$ cat src/rtl/tnn_feature_framer.sv
`default_nettype none
// ============================================================================
// Module   : tnn_feature_framer
// Purpose  : Front end for the 2-bit-input evolved classifiers. Raw 8-bit
//            samples arrive in feature order a..e. Each sample is quantised
//            to 2 bits against three programmable thresholds for its feature.
//            Five quantised features make one frame. The frame drives the
//            combinational classifier, and the registered class is returned
//            on a valid/ready stream.
// Revision : 1.0 - initial release
// ----------------------------------------------------------------------------
// Ports
//   clk, rst            : clock (rising edge), synchronous active-high reset
//   s_valid_i/s_ready_o : raw sample handshake; s_data_i = sample,
//                         s_last_i = last sample of a frame
//   cfg_we_i/addr/data  : threshold write, addr = 3*feature + level (0..14)
//   feat_a_o..feat_e_o  : quantised features to classifier input_a..input_e
//   cls_in_i            : classifier cgp_out[0]
//   m_valid_o/m_ready_i : result handshake; m_class_o = class,
//                         m_err_o = frame error flag
// Build option
//   TNN_FRAME_CHECK_EN  : enables the frame-length check (s_last_i, DRAIN
//                         state, m_err_o). If undefined, framing is by count
//                         only and m_err_o is tied to 0.
// ============================================================================
module tnn_feature_framer #(
    parameter int NFEAT = 5,
    parameter int DW    = 8
) (
    input  logic          clk,
    input  logic          rst,
    input  logic          s_valid_i,
    output logic          s_ready_o,
    input  logic [DW-1:0] s_data_i,
    input  logic          s_last_i,
    input  logic          cfg_we_i,
    input  logic [3:0]    cfg_addr_i,
    input  logic [DW-1:0] cfg_data_i,
    output logic [1:0]    feat_a_o,
    output logic [1:0]    feat_b_o,
    output logic [1:0]    feat_c_o,
    output logic [1:0]    feat_d_o,
    output logic [1:0]    feat_e_o,
    input  logic          cls_in_i,
    output logic          m_valid_o,
    input  logic          m_ready_i,
    output logic          m_class_o,
    output logic          m_err_o
);

    localparam int       c_NTHR      = 3 * NFEAT;
    localparam bit [3:0] c_NTHR_4    = 4'(c_NTHR);
    localparam bit [2:0] c_LAST_IDX  = 3'(NFEAT - 1);

    typedef enum logic [1:0] {
        ST_COLLECT = 2'd0,
        ST_EVAL    = 2'd1,
        ST_HOLD    = 2'd2
`ifdef TNN_FRAME_CHECK_EN
        ,ST_DRAIN  = 2'd3
`endif
    } state_t;

    state_t        state_q, state_d;
    logic [2:0]    idx_q, idx_d;
    logic [1:0]    feat_q [NFEAT];
    logic [1:0]    feat_d [NFEAT];
    logic          class_q, class_d;
    logic          s_ready_q, s_ready_d;
    logic          m_valid_q, m_valid_d;
    logic [DW-1:0] thr_q [c_NTHR];

    logic          w_acc;
    logic [3:0]    w_base;
    logic [1:0]    w_q;

    // ------------------------------------------------------------------
    // Threshold bank: 3 levels per feature, defaults 64/128/192.
    // Same-cycle accepts see the pre-write value because the quantiser
    // reads the registered bank.
    // ------------------------------------------------------------------
    always_ff @(posedge clk) begin
        if (rst) begin
            for (int i = 0; i < NFEAT; i++) begin
                thr_q[3*i]   <= DW'(64);
                thr_q[3*i+1] <= DW'(128);
                thr_q[3*i+2] <= DW'(192);
            end
        end else if (cfg_we_i && (cfg_addr_i < c_NTHR_4)) begin
            thr_q[cfg_addr_i] <= cfg_data_i;
        end
    end

    // Quantiser. Priority is t2 > t1 > t0. Monotonic order is not assumed.
    assign w_base = 4'(idx_q) * 4'd3;

    always_comb begin
        w_q = 2'd0;
        if (s_data_i >= thr_q[w_base + 4'd2]) begin
            w_q = 2'd3;
        end else if (s_data_i >= thr_q[w_base + 4'd1]) begin
            w_q = 2'd2;
        end else if (s_data_i >= thr_q[w_base]) begin
            w_q = 2'd1;
        end
    end

    // An accept is qualified by the registered ready, so it depends only
    // on state.
    assign w_acc = s_valid_i & s_ready_q;

`ifdef TNN_FRAME_CHECK_EN
    logic err_q, err_d;
    logic drain_q, drain_d;   // frame overran 5 samples: drain after EVAL
`endif

    // ------------------------------------------------------------------
    // Next-state / datapath
    // ------------------------------------------------------------------
    always_comb begin
        state_d = state_q;
        idx_d   = idx_q;
        feat_d  = feat_q;
        class_d = class_q;
`ifdef TNN_FRAME_CHECK_EN
        err_d   = err_q;
        drain_d = drain_q;
`endif
        case (state_q)
            ST_COLLECT: begin
                if (w_acc) begin
`ifdef TNN_FRAME_CHECK_EN
                    if (s_last_i && (idx_q != c_LAST_IDX)) begin
                        // Short frame: drop it and report an error without
                        // evaluating the classifier.
                        state_d = ST_HOLD;
                        idx_d   = 3'd0;
                        class_d = 1'b0;
                        err_d   = 1'b1;
                    end else
`endif
                    begin
                        feat_d[idx_q] = w_q;
                        if (idx_q == c_LAST_IDX) begin
                            idx_d   = 3'd0;
                            state_d = ST_EVAL;
`ifdef TNN_FRAME_CHECK_EN
                            drain_d = ~s_last_i;
`endif
                        end else begin
                            idx_d = idx_q + 3'd1;
                        end
                    end
                end
            end
            ST_EVAL: begin
                class_d = cls_in_i;
`ifdef TNN_FRAME_CHECK_EN
                err_d   = 1'b0;
                state_d = drain_q ? ST_DRAIN : ST_HOLD;
`else
                state_d = ST_HOLD;
`endif
            end
            ST_HOLD: begin
                if (m_ready_i) begin
                    state_d = ST_COLLECT;
                end
            end
`ifdef TNN_FRAME_CHECK_EN
            ST_DRAIN: begin
                if (w_acc && s_last_i) begin
                    state_d = ST_HOLD;
                    class_d = 1'b0;
                    err_d   = 1'b1;
                    drain_d = 1'b0;
                end
            end
`endif
            default: state_d = ST_COLLECT;
        endcase

        // Handshake outputs are registered decodes of the next state.
        s_ready_d = (state_d == ST_COLLECT);
`ifdef TNN_FRAME_CHECK_EN
        if (state_d == ST_DRAIN) begin
            s_ready_d = 1'b1;
        end
`endif
        m_valid_d = (state_d == ST_HOLD);
    end

    always_ff @(posedge clk) begin
        if (rst) begin
            state_q   <= ST_COLLECT;
            idx_q     <= 3'd0;
            class_q   <= 1'b0;
            s_ready_q <= 1'b1;
            m_valid_q <= 1'b0;
            for (int i = 0; i < NFEAT; i++) begin
                feat_q[i] <= 2'd0;
            end
`ifdef TNN_FRAME_CHECK_EN
            err_q     <= 1'b0;
            drain_q   <= 1'b0;
`endif
        end else begin
            state_q   <= state_d;
            idx_q     <= idx_d;
            class_q   <= class_d;
            s_ready_q <= s_ready_d;
            m_valid_q <= m_valid_d;
            feat_q    <= feat_d;
`ifdef TNN_FRAME_CHECK_EN
            err_q     <= err_d;
            drain_q   <= drain_d;
`endif
        end
    end

    assign s_ready_o = s_ready_q;
    assign m_valid_o = m_valid_q;
    assign m_class_o = class_q;
    assign feat_a_o  = feat_q[0];
    assign feat_b_o  = feat_q[1];
    assign feat_c_o  = feat_q[2];
    assign feat_d_o  = feat_q[3];
    assign feat_e_o  = feat_q[4];

`ifdef TNN_FRAME_CHECK_EN
    assign m_err_o = err_q;
`else
    // Framing is by count only, so s_last_i is intentionally unused.
    logic w_unused;
    assign w_unused = s_last_i;
    assign m_err_o  = 1'b0;
`endif

endmodule
`default_nettype wire
$ cat config.mk
export PLATFORM = sky130hd
export DESIGN_NAME = tnn_feature_framer
export DESIGN_NICKNAME = d
export VERILOG_FILES = /design/src/rtl/tnn_feature_framer.sv
export SDC_FILE = /design/constraint.sdc
export NUM_CORES = 1
export LEC_CHECK = 0
export BUFFER_PORTS_ARGS = -buffer_cell sky130_fd_sc_hd__buf_2
export CAP_MARGIN = 25
export CORE_ASPECT_RATIO = 1.75
export CORE_UTILIZATION = 44
export CTS_CLUSTER_DIAMETER = 80
export DETAILED_ROUTE_END_ITERATION = 6
export MAX_ROUTING_LAYER = met4
export PLACE_DENSITY = 0.62
export SYNTH_ARGS = -nofsm -noshare
export SYNTH_HDL_FRONTEND = slang
export SYNTH_SLANG_ARGS = --single-unit
$ cat constraint.sdc
create_clock -name clk -period 5.3 [get_ports clk]
set_clock_uncertainty 0.2 [all_clocks]
set_input_delay 0.795 -clock clk [delete_from_list [all_inputs] [get_ports clk]]
set_output_delay 0.795 -clock clk [all_outputs]
set_load 0.02 [all_outputs]
* Word level (Yosys, flattened, before mapping)
Memory sizes are Yosys's and may differ from the RTL's.
Cells that the tools add are included.
** Word-level totals
- Bits of input ports :: 27
- Output and inout port bits :: 14
- Memories kept :: 1
- Register bits after elaboration :: 18
- RAM bits :: 120
** Cells by class
- Eq/ne operators :: 4
- Bitwise logic cells :: 2
- Multipliers :: 1
- Reductions and logical operators :: 6
- Muxes and demuxes :: 19
- Order comparisons :: 6
- Add/subtract/negate cells :: 3
** Memory list
- thr_q :: depth 15, bits a word 8, rd ports 3, clocked after Yosys merged registers in 0, wr ports 15, line 71 : logic [DW-1:0] thr_q [c_NTHR];
** Operators by type and width (count)
- $ge 8x8->1 :: 3
- $mux 2 :: 6
- $bwmux 10 :: 1
- $mux 8 :: 1
- $reduce_or 8->1 :: 1
- $mux 1 :: 7
- $demux 2 s3 :: 1
- $pmux 2 s3 :: 1
- $add 4x1->4 const B :: 1
- $add 4x2->4 const B :: 1
- $eq 2x2->1 const B :: 2
- $ge 4x4->1 const B :: 1
- $logic_not 2->1 :: 2
- $lt 4x1->1 const B :: 1
- $lt 4x4->1 const B :: 1
- $mul 3x2->4 const B :: 1
- $mux 4 :: 1
- $not 3->4 :: 1
- $add 3x1->3 const B :: 1
- $eq 3x3->1 const B :: 1
- $mux 3 :: 1
- $eq 2x1->1 const B :: 1
- $logic_and 1x1->1 :: 2
- $reduce_and 2->1 :: 1
- $and 1x1->1 :: 1

* Longest topological paths before layout
- Depth in word-level cells :: 7
- Gate-level depth with buffers :: 16
- Mapped depth without buffers :: 16

* Worst setup path after synthesis
Ideal clock, no wire load.
- Path kind :: register -> register
- From :: register idx_q[2]
- To :: register feat_q, in the netlist feat_a_o[0]
- Arrival :: 4.242 ns
- Path buffers :: 3
- Period minus slack after synthesis :: 4.590 ns
- Stages on the path, launching flop included :: 16
- Path slack :: 0.710 ns
- Setup time :: 0.147 ns
- Cells stage by stage :: dfxtp_1 > inv_1 > fa_1 > inv_2 > ha_1 > buf_2 > buf_2 > buf_2 > mux4_2 > mux2_2 > o21ai_0 > ha_1 > and3_1 > a221o_1 > a31oi_2 > a311oi_1
** On the way
- Longest elaborated chain between the ends :: 7
** RTL lines
- from (decl) :: line 65 : logic [2:0] idx_q, idx_d;
- from (signal assigned) :: line 209 : idx_q <= idx_d;
- $mul 3x2->4 :: line 95 : assign w_base = 4'(idx_q) * 4'd3;
- $add 4x1->4 or $mem_v2 15x8 (tied branches)
- $mem_v2 15x8 or $ge 8x8->1 (tied branches)
- $ge 8x8->1 or $mux 1 (tied branches) :: line 101, 103
- $mux 2 :: line 101 : end else if (s_data_i >= thr_q[w_base + 4'd1]) begin
- $mux 2 :: line 99 : if (s_data_i >= thr_q[w_base + 4'd2]) begin
- $bwmux 10 * :: line 143 : feat_d[idx_q] = w_q;
- to (signal assigned) :: line 213 : feat_q <= feat_d;
- to (decl) :: line 66 : logic [1:0] feat_q [NFEAT];
Mark *: on every way between the ends. The rest lies on a longest branch, timed or not.
A chain may end at the register's enable or synchronous reset.

* Worst setup path after layout
Ends and elaborated chain as after synthesis.

==> impl_metrics.env <==
export IMPL_clk_pin_slew_ns=0.06
export IMPL_critical_path_buf_inv_count=4
export IMPL_rr_worst_depth=14
export IMPL_grt_overflow_total=0
export IMPL_drv_slew=0
export IMPL_ir_drop_v=0.000222
export IMPL_clk_latency_ns=0.42
export IMPL_core_um2=20400
export IMPL_violations="design-rule violations"
export IMPL_slew_headroom_pct=43.3
export IMPL_ys_async_sr_fraction_pct=0
export IMPL_port_buffer_count=38
export IMPL_utilization_pct=50.4
export IMPL_place_ws_ns=0.260
export IMPL_worstPathRequired_ns=5.37
export IMPL_drt_first_pass_iters=7
export IMPL_final_setup_viol_count=0
export IMPL_cp_slowest_cell="fa_1"
export IMPL_post_route_period_util_pct=93.8
export IMPL_yosys_area_share_simple_pct=14.5
export IMPL_power_uw=3390
export IMPL_synth_compound_area_share_pct=4.86
export IMPL_htree_levels=4
export IMPL_post_route_min_period_ns=4.97
export IMPL_start_kind="flip-flop"
export IMPL_worst_pin_slew_ns=0.847
export IMPL_netlist_area_um2=9160
export IMPL_cp_top_family="adder cells"
export IMPL_syn_inst=675
export IMPL_yosysSeqAreaShare_pct=45.9
export IMPL_fmax_ghz=0.201
export IMPL_routed_wl_um=24600
export IMPL_yosys_warnings=0
export IMPL_area_growth_pct=12.1
export IMPL_num_antenna_cells=0
export IMPL_synth_xor_area_share_pct=0.751
export IMPL_setup_slack_ns=0.331
export IMPL_cts_setup_buffers=0
export IMPL_ys_top_cells_by_area="edfxtp_1, mux4_2, and2_1"
export IMPL_viasPerCell=6.13
export IMPL_grtUsageTotal_pct=24.7
export IMPL_synthMuxAreaShare_pct=27.1
export IMPL_worst_hold_slack_ns=0.300
export IMPL_crit_path_end_kind="flip-flop"
export IMPL_cts_tree="built"
export IMPL_cts_made_buffers=17
export IMPL_netlist_area_leader_share_pct=42.0
export IMPL_path_cells="inv_1, fa_1, buf_4, inv_2, ha_1, buf_4, mux4_2, mux2_2, o21ai_0, ha_1, and3_1, a221o_1, a31oi_4, a311oi_1"
export IMPL_rows=69
export IMPL_drt_iter0_markers=425
export IMPL_dp_hpwl_um=18000
export IMPL_io_pins=41
export IMPL_fin_nets=778
export IMPL_synth_edff_count=128
export IMPL_status="finished, violations left"
export IMPL_p_per_area_nw_per_um2=330
export IMPL_post_drt_wl_per_cell_um=25.1
export IMPL_grt_pass1_wl_um=36600
export IMPL_p_leak_uw=0.00366
export IMPL_arrival_ns=5.03
export IMPL_min_path_type="flip-flop to flip-flop"
export IMPL_cts_resized=0
export IMPL_setup_tns_ns=0
export IMPL_synth_area_leader_cell="edfxtp_1"
export IMPL_ant_nets=0
export IMPL_maxCapViolations=0
export IMPL_route_detailed_drc=8
export IMPL_hold_viol=0
export IMPL_synthAdderAreaFrac_pct=4.45
export IMPL_grt_pass1_vias=6391
export IMPL_ctsRootBufferMaster="clkbuf_16"
export IMPL_dieArea_um2=21400
export IMPL_holdPathStages=2
export IMPL_dr_total_vias=6009
export IMPL_ys_ff_latch=146
export IMPL_cts_buffer_depth=2
export IMPL_cts_sinks=146
export IMPL_crit_type="flip-flop to flip-flop"
export IMPL_ys_flop_type="edfxtp_1"
export IMPL_syn_area_per_cell_um2=13.6
export IMPL_antenna_found_initial=0
export IMPL_holdBufCountCts=0
export IMPL_grt_setup_unrepaired="false"
export IMPL_synth_cell_types=53
export IMPL_fp_dieH_um=193
export IMPL_synth_top_family_by_area="multiplexers"
export IMPL_path_max_fanout=11
export IMPL_initial_core_util_pct=45.0
export IMPL_die_x_um=111
export IMPL_slowest_delay_ns=0.65
export IMPL_drive_gt1_share_pct=26.8
export IMPL_worstSetupPathDepth=14
export IMPL_gp_congestion=0.857
export IMPL_grt_max_degree=47
==> per-stage QoR <==
stage | instance area [um2] | instances
after global placement | 9670 | 948
after global routing | 10300 | 980
after CTS | 10300 | 980
final | 10300 | 980
after detailed placement | 9670 | 948
after floorplan | 9190 | 683
==> layer usage <==
layer  track usage (%)  wire, um
met2              46.8     14000
met5                 -         0
met3              3.42       955
met4              15.1      1160
met1              23.7      8490
==> power breakdown <==
| part | internal [uW] | leakage [uW] | total, uW | switching [uW] |
|---|---|---|---|---|
| Clock | 777 | 0.000282 | 1230 | 450 |
| Combinational | 377 | 0.00199 | 796 | 419 |
| Sequential | 1320 | 0.00138 | 1370 | 48.8 |
| Total | 2470 | 0.00366 | 3390 | 918 |
==> area by class of cell <==
type                       count  area, um2
clock buffer                  19        433
tap                          248        310
multi-input combinational    489       4790
sequential                   146       4210
timing repair buffer          58        340
fill                        1757      10100
clock inverter                13        166
inverter                       7       26.3
==> cells in the mapped netlist (4+ instances only) <==
cell type and number:
mux4_2 75, clkbuf_1 20, buf_2 13, nor3_1 6, dfxtp_1 18, nand2b_1 14
mux2_2 14, nor2_1 43, edfxtp_1 128, and2_1 101, mux2i_1 40, or2_2 15
mux4_1 9, o21ai_0 15, buf_4 4, or3_1 16, a311oi_1 10, ha_1 31
a21oi_1 17, nand2_1 32, inv_1 6
==> path summary, 6_finish.rpt <==
path / from / endpoint / slack [ns]
worst max-delay path: idx_q[2]$_SDFFE_PP0P_ / feat_a_o[0]$_SDFFE_PP0P_ / 0.33
worst min-delay path: feat_d_o[0]$_SDFFE_PP0P_ / feat_d_o[0]$_SDFFE_PP0P_ / 0.30
worst max register to register: idx_q[2]$_SDFFE_PP0P_ / feat_a_o[0]$_SDFFE_PP0P_ / 0.33
worst min register to register: feat_d_o[0]$_SDFFE_PP0P_ / feat_d_o[0]$_SDFFE_PP0P_ / 0.30
==> worst register-to-register path: stages, from the launching register on <==
cell and delay, ns:
dfxtp_1 0.52, inv_1 0.17, fa_1 0.65, buf_4 0.26, inv_2 0.06, ha_1 0.43
buf_4 0.25, mux4_2 0.31, mux2_2 0.30, o21ai_0 0.34, ha_1 0.32, and3_1 0.23
a221o_1 0.34, a31oi_4 0.30, a311oi_1 0.15
==> layout by cell type, fill, tap and decap left out, drive strengths merged, types with 2 or more instances in the layout <==
cell      instances
clkinv            7
ha               31
o21ai            15
nor3              7
dfxtp            18
mux2i            40
a22o              3
xor2              2
a311oi           10
nor2b             3
a2111oi           2
or3              16
and2            101
mux4             84
clkbuf           19
and3              3
bufinv            4
a211oi            2
or2              15
a21oi            17
nand2b           14
a31oi             3
nand2            32
edfxtp          128
nor2             43
xnor2             2
inv               7
buf              58
a221oi            4
clkinvlp          2
nand3             3
conb              9
mux2             14
a22oi             2
==> logic make-up (layout without fill, tap and decap cells) <==
kind of cell | count (synthesis) | in the layout
AO/OA/AOI/OAI | 64 | 64
multiplexers | 138 | 138
AND/OR/NAND/NOR | 242 | 242
buffers and inverters | 48 | 97
flip-flops | 146 | 146
adder cells (fa/ha/maj) | 32 | 32
XOR/XNOR | 4 | 4
other | 1 | 9
==> flip-flops by register name, indices dropped and copies added (netlist names), 2 cells and up <==
register and count:
feat_c_o 2, thr_q 128, idx_q 3, feat_d_o 2, state_q 2, feat_a_o 2
feat_b_o 2, feat_e_o 2
Power figures use the tool's default switching activity.
